### config.mk
export PLATFORM = sky130hd
export DESIGN_NAME = fp_mult_issue_ctrl
export DESIGN_NICKNAME = d
export VERILOG_FILES = /design/src/rtl/fp_mult_issue_ctrl.sv
export SDC_FILE = /design/constraint.sdc
export NUM_CORES = 1
export LEC_CHECK = 0
export BUFFER_PORTS_ARGS = -buffer_cell sky130_fd_sc_hd__buf_4
export CELL_PAD_IN_SITES_DETAIL_PLACEMENT = 1
export CELL_PAD_IN_SITES_GLOBAL_PLACEMENT = 2
export CORE_MARGIN = 2
export CORE_UTILIZATION = 46
export CTS_CLUSTER_SIZE = 24
export DETAILED_ROUTE_END_ITERATION = 12
export GPL_TIMING_DRIVEN = 0
export PLACE_DENSITY = 0.79
export SKIP_CTS_REPAIR_TIMING = 1
export SYNTH_ARGS = -nofsm -noshare
export SYNTH_HDL_FRONTEND = slang
export SYNTH_SLANG_ARGS = --single-unit
### constraint.sdc
create_clock -name clk -period 4.4 [get_ports clk]
set_clock_uncertainty 0.2 [all_clocks]
set_input_delay 0.66 -clock clk [delete_from_list [all_inputs] [get_ports clk]]
set_output_delay 0.66 -clock clk [all_outputs]
set_load 0.01 [all_outputs]
### src/rtl/fp_mult_issue_ctrl.sv
// -----------------------------------------------------------------------------
// fp_mult_issue_ctrl
//
// Issue/collect controller wrapped around a fixed-latency floating-point
// multiplier pipeline that has neither a valid nor a stall input. Operand
// pairs are registered onto the multiplier inputs. A valid/tag shift pipe
// follows each issue through the multiplier, and every result is captured
// into a result FIFO that is presented downstream with classification flags.
//
// Handshakes (both sides): a transfer happens at a rising edge where valid and
// ready are both high. The producer holds valid and its payload until that
// edge. The controller's ready/valid outputs come straight from registers and
// never depend on the partner's valid/ready in the same cycle.
//
// Ports
//   clk, rst_n           clock, asynchronous active-low reset
//   in_valid/in_ready    operand handshake; in_a, in_b (fp32), in_tag
//   mul_a, mul_b         registered operands driven into the multiplier
//   mul_out              multiplier result, LATENCY edges after mul_a/mul_b load
//   out_valid/out_ready  result handshake; out_data (fp32), out_tag
//   out_is_nan/inf/zero  classification of out_data
//   busy                 operations in flight or results waiting
// -----------------------------------------------------------------------------
module fp_mult_issue_ctrl #(
  parameter int LATENCY    = 14,
  parameter int FIFO_DEPTH = 16,
  parameter int TAG_W      = 4
) (
  input  logic             clk,
  input  logic             rst_n,
  input  logic             in_valid,
  output logic             in_ready,
  input  logic [31:0]      in_a,
  input  logic [31:0]      in_b,
  input  logic [TAG_W-1:0] in_tag,
  output logic [31:0]      mul_a,
  output logic [31:0]      mul_b,
  input  logic [31:0]      mul_out,
  output logic             out_valid,
  input  logic             out_ready,
  output logic [31:0]      out_data,
  output logic [TAG_W-1:0] out_tag,
  output logic             out_is_nan,
  output logic             out_is_inf,
  output logic             out_is_zero,
  output logic             busy
);

  localparam int FIFO_AW = $clog2(FIFO_DEPTH);
  localparam int CNT_W   = FIFO_AW + 1;

  // Held low through reset and for the first edge after release, so nothing
  // is accepted before the pipe and FIFO state is known to be clean.
  logic               ready_en;
  logic [CNT_W-1:0]   credit;

  logic [LATENCY-1:0] pipe_vld;
  logic [TAG_W-1:0]   pipe_tag [LATENCY];

  logic [31:0]        data_mem [FIFO_DEPTH];
  logic [TAG_W-1:0]   tag_mem  [FIFO_DEPTH];
  logic [FIFO_AW-1:0] wr_ptr;
  logic [FIFO_AW-1:0] rd_ptr;
  logic [CNT_W-1:0]   count;

  logic accept;
  logic pop;
  logic fifo_wr;

  assign in_ready  = ready_en & (credit != '0);
  assign out_valid = (count != '0);
  assign accept    = in_valid & in_ready;
  assign pop       = out_valid & out_ready;
  // The tail of the valid pipe lines up with the multiplier output word.
  assign fifo_wr   = pipe_vld[LATENCY-1];

  // ---------------------------------------------------------------------------
  // Operand registers and reset-release flag
  // ---------------------------------------------------------------------------
  always_ff @(posedge clk or negedge rst_n) begin
    if (!rst_n) begin
      ready_en <= 1'b0;
      mul_a    <= '0;
      mul_b    <= '0;
    end else begin
      ready_en <= 1'b1;
      if (accept) begin
        mul_a <= in_a;
        mul_b <= in_b;
      end
    end
  end

  // ---------------------------------------------------------------------------
  // Credit: slots not yet claimed by an in-flight op or a stored result.
  // Issuing only against a credit means a capture can never meet a full FIFO.
  // ---------------------------------------------------------------------------
  always_ff @(posedge clk or negedge rst_n) begin
    if (!rst_n) begin
      credit <= CNT_W'(FIFO_DEPTH);
    end else if (accept && !pop) begin
      credit <= credit - CNT_W'(1);
    end else if (pop && !accept) begin
      credit <= credit + CNT_W'(1);
    end
  end

  // ---------------------------------------------------------------------------
  // In-flight tracking. Only the valid bits are reset: clearing them drops
  // every in-flight op, so those results are never written to the FIFO.
  // ---------------------------------------------------------------------------
  always_ff @(posedge clk or negedge rst_n) begin
    if (!rst_n) begin
      pipe_vld <= '0;
    end else begin
      pipe_vld <= {pipe_vld[LATENCY-2:0], accept};
    end
  end

  always_ff @(posedge clk) begin
    pipe_tag[0] <= in_tag;
    for (int i = 1; i < LATENCY; i++) begin
      pipe_tag[i] <= pipe_tag[i-1];
    end
  end

  // ---------------------------------------------------------------------------
  // Result FIFO. The head is read combinationally from storage, so a word
  // written into an empty FIFO appears on out_data the cycle after the write.
  // ---------------------------------------------------------------------------
  always_ff @(posedge clk) begin
    if (fifo_wr) begin
      data_mem[wr_ptr] <= mul_out;
      tag_mem[wr_ptr]  <= pipe_tag[LATENCY-1];
    end
  end

  always_ff @(posedge clk or negedge rst_n) begin
    if (!rst_n) begin
      wr_ptr <= '0;
      rd_ptr <= '0;
      count  <= '0;
    end else begin
      if (fifo_wr) wr_ptr <= wr_ptr + FIFO_AW'(1);
      if (pop)     rd_ptr <= rd_ptr + FIFO_AW'(1);
      if (fifo_wr && !pop) begin
        count <= count + CNT_W'(1);
      end else if (pop && !fifo_wr) begin
        count <= count - CNT_W'(1);
      end
    end
  end

  assign out_data = data_mem[rd_ptr];
  assign out_tag  = tag_mem[rd_ptr];

  // ---------------------------------------------------------------------------
  // Classification and status
  // ---------------------------------------------------------------------------
  assign out_is_nan  = (&out_data[30:23]) & (|out_data[22:0]);
  assign out_is_inf  = (&out_data[30:23]) & ~(|out_data[22:0]);
  assign out_is_zero = ~(|out_data[30:23]);

  assign busy = (pipe_vld != '0) | (count != '0);

  // A capture into a full FIFO that is not being popped would drop a result.
  a_no_overflow: assert property (@(posedge clk) disable iff (!rst_n)
    !(fifo_wr && (count == CNT_W'(FIFO_DEPTH)) && !pop));

endmodule

# Word-level counts from Yosys, hierarchy flattened
# Memories as Yosys holds them, arrays and structs flattened.
# Cells that the tools add are included.
# totals
ff_bits	97
mem_bits_rw	632
out_inout_bits	106
wordCells	46
n_memories	3
# memory_table
name	depth	word_bits	rd	rd_ports_with_merged_regs	write_ports	line_no	text
data_mem	16	32	1	0	1	60	logic [31:0] data_mem [FIFO_DEPTH];
tag_mem	16	4	1	0	1	61	logic [TAG_W-1:0] tag_mem [FIFO_DEPTH];
pipe_tag	14	4	14	0	14	58	logic [TAG_W-1:0] pipe_tag [LATENCY];
# op_classes
add_sub_neg	6
mux	6
n_bitwise	8
n_reduce_logical	15
# ops
op	count
OR reduction 23 bit	1
2-to-1 mux 5 bit	4
nonzero test 14 bit	1
adder 5 x 1 -> 5 bit (second input constant)	2
nonzero test 5 bit	2
subtractor 5 x 1 -> 5 bit (second input constant)	2
adder 4 x 1 -> 4 bit (second input constant)	2
AND reduction 8 bit	1
OR reduction 8 bit	1
bitwise AND 1 bit	5
logical AND 1 bit	4
nonzero test 2 bit	2
logical NOT 1 bit	3
2-to-1 mux 1 bit	2
NOT 1 bit	2
OR 1 bit	1

# Depth between registers and ports, before layout
# depth
ltp_word	7
mapped_depth	14
mapped_depth_nobuf	13

# Least setup slack after synthesis
# Ideal clock, no wire load.
# synth_timing
path_type	register to register
start	register pipe_vld[13]
end	memory data_mem[3][0], enable pin
setup_time_ns	0.474
arrival_ns	3.253
required_ns	3.726
setup_slack_ns	0.473
path_stages_with_launch	4
n_path_buf	1
synth_period_minus_slack_ns	3.927
cell_sequence	dfrtp_1 clkbuf_1 nand2_1 nor3_1
# synth_between
elab_chain_cells	2
# synth_rtl
element	line_no	text
start: declaration	57	logic [LATENCY-1:0] pipe_vld;
start signal: assignment	116	pipe_vld <= {pipe_vld[LATENCY-2:0], accept};
2-to-1 mux 1 bit	132	if (fifo_wr) begin
2-to-1 mux 1 bit (implied by the code)	133	data_mem[wr_ptr] <= mul_out;
end: declaration	60	
# Every way passes these cells.

# Worst setup path after layout
# layout_timing
start	register rd_ptr[0]
end	output out_is_inf
# layout_between
elab_chain_cells	4
word_cells_on_any_way	5
cone_classes	bitwise: 2; reduce/logical: 2; memory: 1
# layout_rtl
element	line_no	text
start: declaration	63	logic [FIFO_AW-1:0] rd_ptr;
start signal: assignment	145	if (pop) rd_ptr <= rd_ptr + FIFO_AW'(1);
memory (16 x 32 bit) *	--	
OR reduction 23 bit	161	assign out_is_inf = (&out_data[30:23]) & ~(|out_data[22:0]);
NOT 1 bit	161	
bitwise AND 1 bit *	161	
end: declaration	44	output logic out_is_inf,
# Mark *: on every way between the ends. The rest lies on a longest branch, timed or not.

==> run_results.csv <==
group,metric,value,unit
power,power_leakage,11.9,nW
global_route,grt_overflow,0,
placement,dp.cells,2356,
power,p_total,0.0211,W
synth,yosys_warnings,0,
min_path,holdCritPathClass,"input pin to flip-flop",
worst_setup_path,endpoint_kind,"primary output",
clock_network,clockBufferDepth,3,
placement,dpl.hpwl,44700,µm
timing,finalMaxSlewViolations,0,
global_route,grt_pass1_vias,15161,
die,die_w,245,µm
clock_network,cts_tree,"yes",
cells_and_area,drive_gt1_share,33.6,%
timing,worstMarginPinSlew,1.00,ns
cells_and_area,stdcell_count,2514,
run_status,violations,"negative setup slack",
timing,slew_headroom,33.1,%
global_route,grt_pass1_wl,102000,µm
die,placementRows,88,
worst_setup_path,arrival,3.70,ns
placement,port-buffer-count,209,
synth,ys_ff_latch,729,
power,clockPowerShare,30.3,%
cells_and_area,syn2layout_area_growth,23.2,%
clock_network,cts_root_buf,"clkbuf_16",
route,antenna_left,0,
job,drv_cap,0,
worst_setup_path,critPathKind,"flip-flop to primary output",
route,drt-total-wl,70000,µm
route,first_iter_violations,1334,
synth,netlist_instances,1344,
die,die_area,60200,µm²
clock_network,clk_pin_slew,0.06,ns
route,drtPass1Iterations,5,
power,p_per_area,639,nW/µm²
timing,setup_ws,-0.164,ns
run_status,outcome,"finished with violations",
global_route,grt_max_degree,98,
die,core_area,57600,µm²
power,p_int,0.0147,W
power,p_seq_share,39.1,%
timing,setup_violations,3,
synth,synthDistinctLibCells,43,
power,p_comb_share,30.6,%
cells_and_area,postLayoutCellArea,33000,µm²
timing,final_hold_viol_count,0,
timing,rsz0062_at_grt,"yes",
die,die_y,245,µm
global_route,antenna_found_initial,5,
power,peakVddDrop,0.370,mV
worst_setup_path,worstSetupStartpointType,"flip-flop",
synth,synth_area,26800,µm²
worst_setup_path,slowest_delay,0.57,ns
timing,fin_crit_sh,104,%
synth,synth_edf_count,576,
timing,fin_crit,4.56,ns
placement,gp_congestion,0.745,
route,num_vias,14212,
clock_network,insertion_delay,0.63,ns
worst_setup_path,cp_max_fo,6,
timing,hold_ws,0.0229,ns
clock_network,htree_num_levels,3,
die,start_util,46.5,%
clock_network,cts_buffers,77,
worst_setup_path,cpMaxStageDelayCell,"or4_4",
timing,fmax,219,MHz
die,ios,210,
global_route,grt_use_total,23.7,%
worst_setup_path,crit_chain,"buf_6, clkbuf_16, mux4_2, mux4_2, or4_4, nor4_4, buf_4, and3_1, buf_4",
route,vias_per_cell,5.65,
synth,syn-mean-instance-area,19.9,µm²
placement,place_area,30100,µm²
power,switchingPower,0.00636,W
power,switching_share,30.2,%
worst_setup_path,worst_ep_required_time,3.54,ns
route,drc_errors,0,
clock_network,cts_num_sinks,729,
route,routedWlPerCell,27.8,µm
synth,ys_seq_area_share,77.8,%
synth,ys_async_sr_fraction,13.3,%
synth,synth_fp_nets,1463,
synth,ys.flop_type,"edfxtp_1",
cells_and_area,num-nets-final,1806,
-- stage by stage --
step	setup slack [ns]	setup TNS [ns]	util (%)
floorplan	0.473	0	-
global placement	-3.19	-838.95	50.9
detailed placement	-0.436	-2.40	52.2
CTS	-1.13	-12.74	56.6
global route	-0.218	-0.434	57.3
finish	-0.164	-0.280	57.3
-- cells in the mapped netlist (4+ instances only) --
library cell,number,area (µm²)
nand4_1,4,25.0
inv_1,12,45.0
a22oi_1,30,225
and2_1,4,25.0
nand2_1,223,837
nor2b_1,4,25.0
edfxtp_1,576,17300
mux2i_1,14,140
a21oi_1,6,30.0
or4_1,4,30.0
ha_1,13,163
mux4_1,4,105
dfrtp_1,96,2400
o21ai_0,7,35.0
mux4_2,152,3420
o21ai_1,4,20.0
xor2_1,7,61.3
a21o_1,4,30.0
nor3_1,6,30.0
buf_1,11,41.3
xnor2_1,9,78.8
buf_6,4,45.0
nor2_1,17,63.8
dfxtp_1,56,1120
nor4_1,7,43.8
buf_4,4,30.0
clkbuf_1,28,105
buf_2,14,70.1
a221oi_1,5,43.8
-- power by group through the flow --
stage | clock [W] | combinational (W) | sequential (W)
floorplan | 0 | 0.00350 | 0.00839
global placement | 0 | 0.00585 | 0.00837
detailed placement | 0 | 0.00611 | 0.00837
CTS | 0.00651 | 0.00615 | 0.00824
global route | 0.00676 | 0.00685 | 0.00830
finish | 0.00639 | 0.00645 | 0.00824
-- layer usage --
metal,vias to the layer above,routed length [µm],track usage (%)
met4,6,1500,7.68
li1,5978,-,-
met1,7479,28000,32.5
met2,644,34500,38.1
met5,-,36,0
met3,105,5910,5.24
-- layout by cell type (no fill, tap or decap), types with 5 or more instances in the layout --
master and instances:
clkbuf_2 8, a22oi_1 29, dfrtp_1 96, a21oi_1 6, clkinv_2 13, clkbuf_1 30
nor2_4 12, buf_6 25, o21ai_0 6, xor2_1 7, dlygate4sd3_1 5, xnor2_1 9
ha_1 13, clkbuf_16 78, bufinv_16 8, a221oi_1 5, edfxtp_1 576, nor3_2 5
nor4_1 7, nor2_1 5, dfxtp_1 56, nand2_1 222, buf_12 16, clkbuf_4 10
mux4_2 152, inv_1 12, mux2i_1 13, clkinv_1 20, buf_16 11, buf_4 224
-- layout make-up --
type / instances / area [µm²]
Antenna cell: 1 / 2.50
Timing Repair Buffer: 265 / 2430
Tap cell: 765 / 957
Clock inverter: 50 / 499
Inverter: 15 / 60.1
Sequential cell: 729 / 20800
Multi-Input combinational cell: 538 / 5720
Buffer: 61 / 493
Fill cell: 5066 / 24600
Clock buffer: 90 / 1990
-- worst paths after layout --
kind	start	end	slack (ns)	cells after the start
setup / recovery	rd_ptr[0]	out_is_inf	-0.16	9
hold / removal	in_a[30]	mul_a[30]	0.02	3
setup reg to reg	credit[4]	credit[4]	1.15	14
hold reg to reg	pipe_tag[1][11]	pipe_tag[1][15]	0.12	0
max in group asynchronous	rst_n	credit[4]	2.98	3
min in group asynchronous	rst_n	mul_b[21]	0.33	2
-- sequential cells by signal (all words and copies together), names as in the netlist --
signal,cells
data_mem,512
tag_mem,64
pipe_tag,56
mul_a,32
mul_b,32
pipe_vld,14
count,5
credit,5
rd_ptr,4
wr_ptr,4
ready_en,1
-- worst max-delay path, delay by kind of cell, from the launching register on --
family | cells | cell delay, ns
buffers and inverters | 4 | 0.65
DFF | 1 | 0.40
muxes | 2 | 1.02
and+or+nand+nor | 3 | 1.01
-- cell families after synthesis --
family          count (synthesis)  synth area share [%]
simple gates                  276                  4.23
flops                         729                  77.8
xor+xnor                       16                 0.523
buf+inv                        77                  1.37
fa+ha+maj                      15                 0.757
other cells                     1                0.0140
compound gates                 60                  1.56
mux                           170                  13.7
Note: power is estimated with default switching activity, not from simulation.
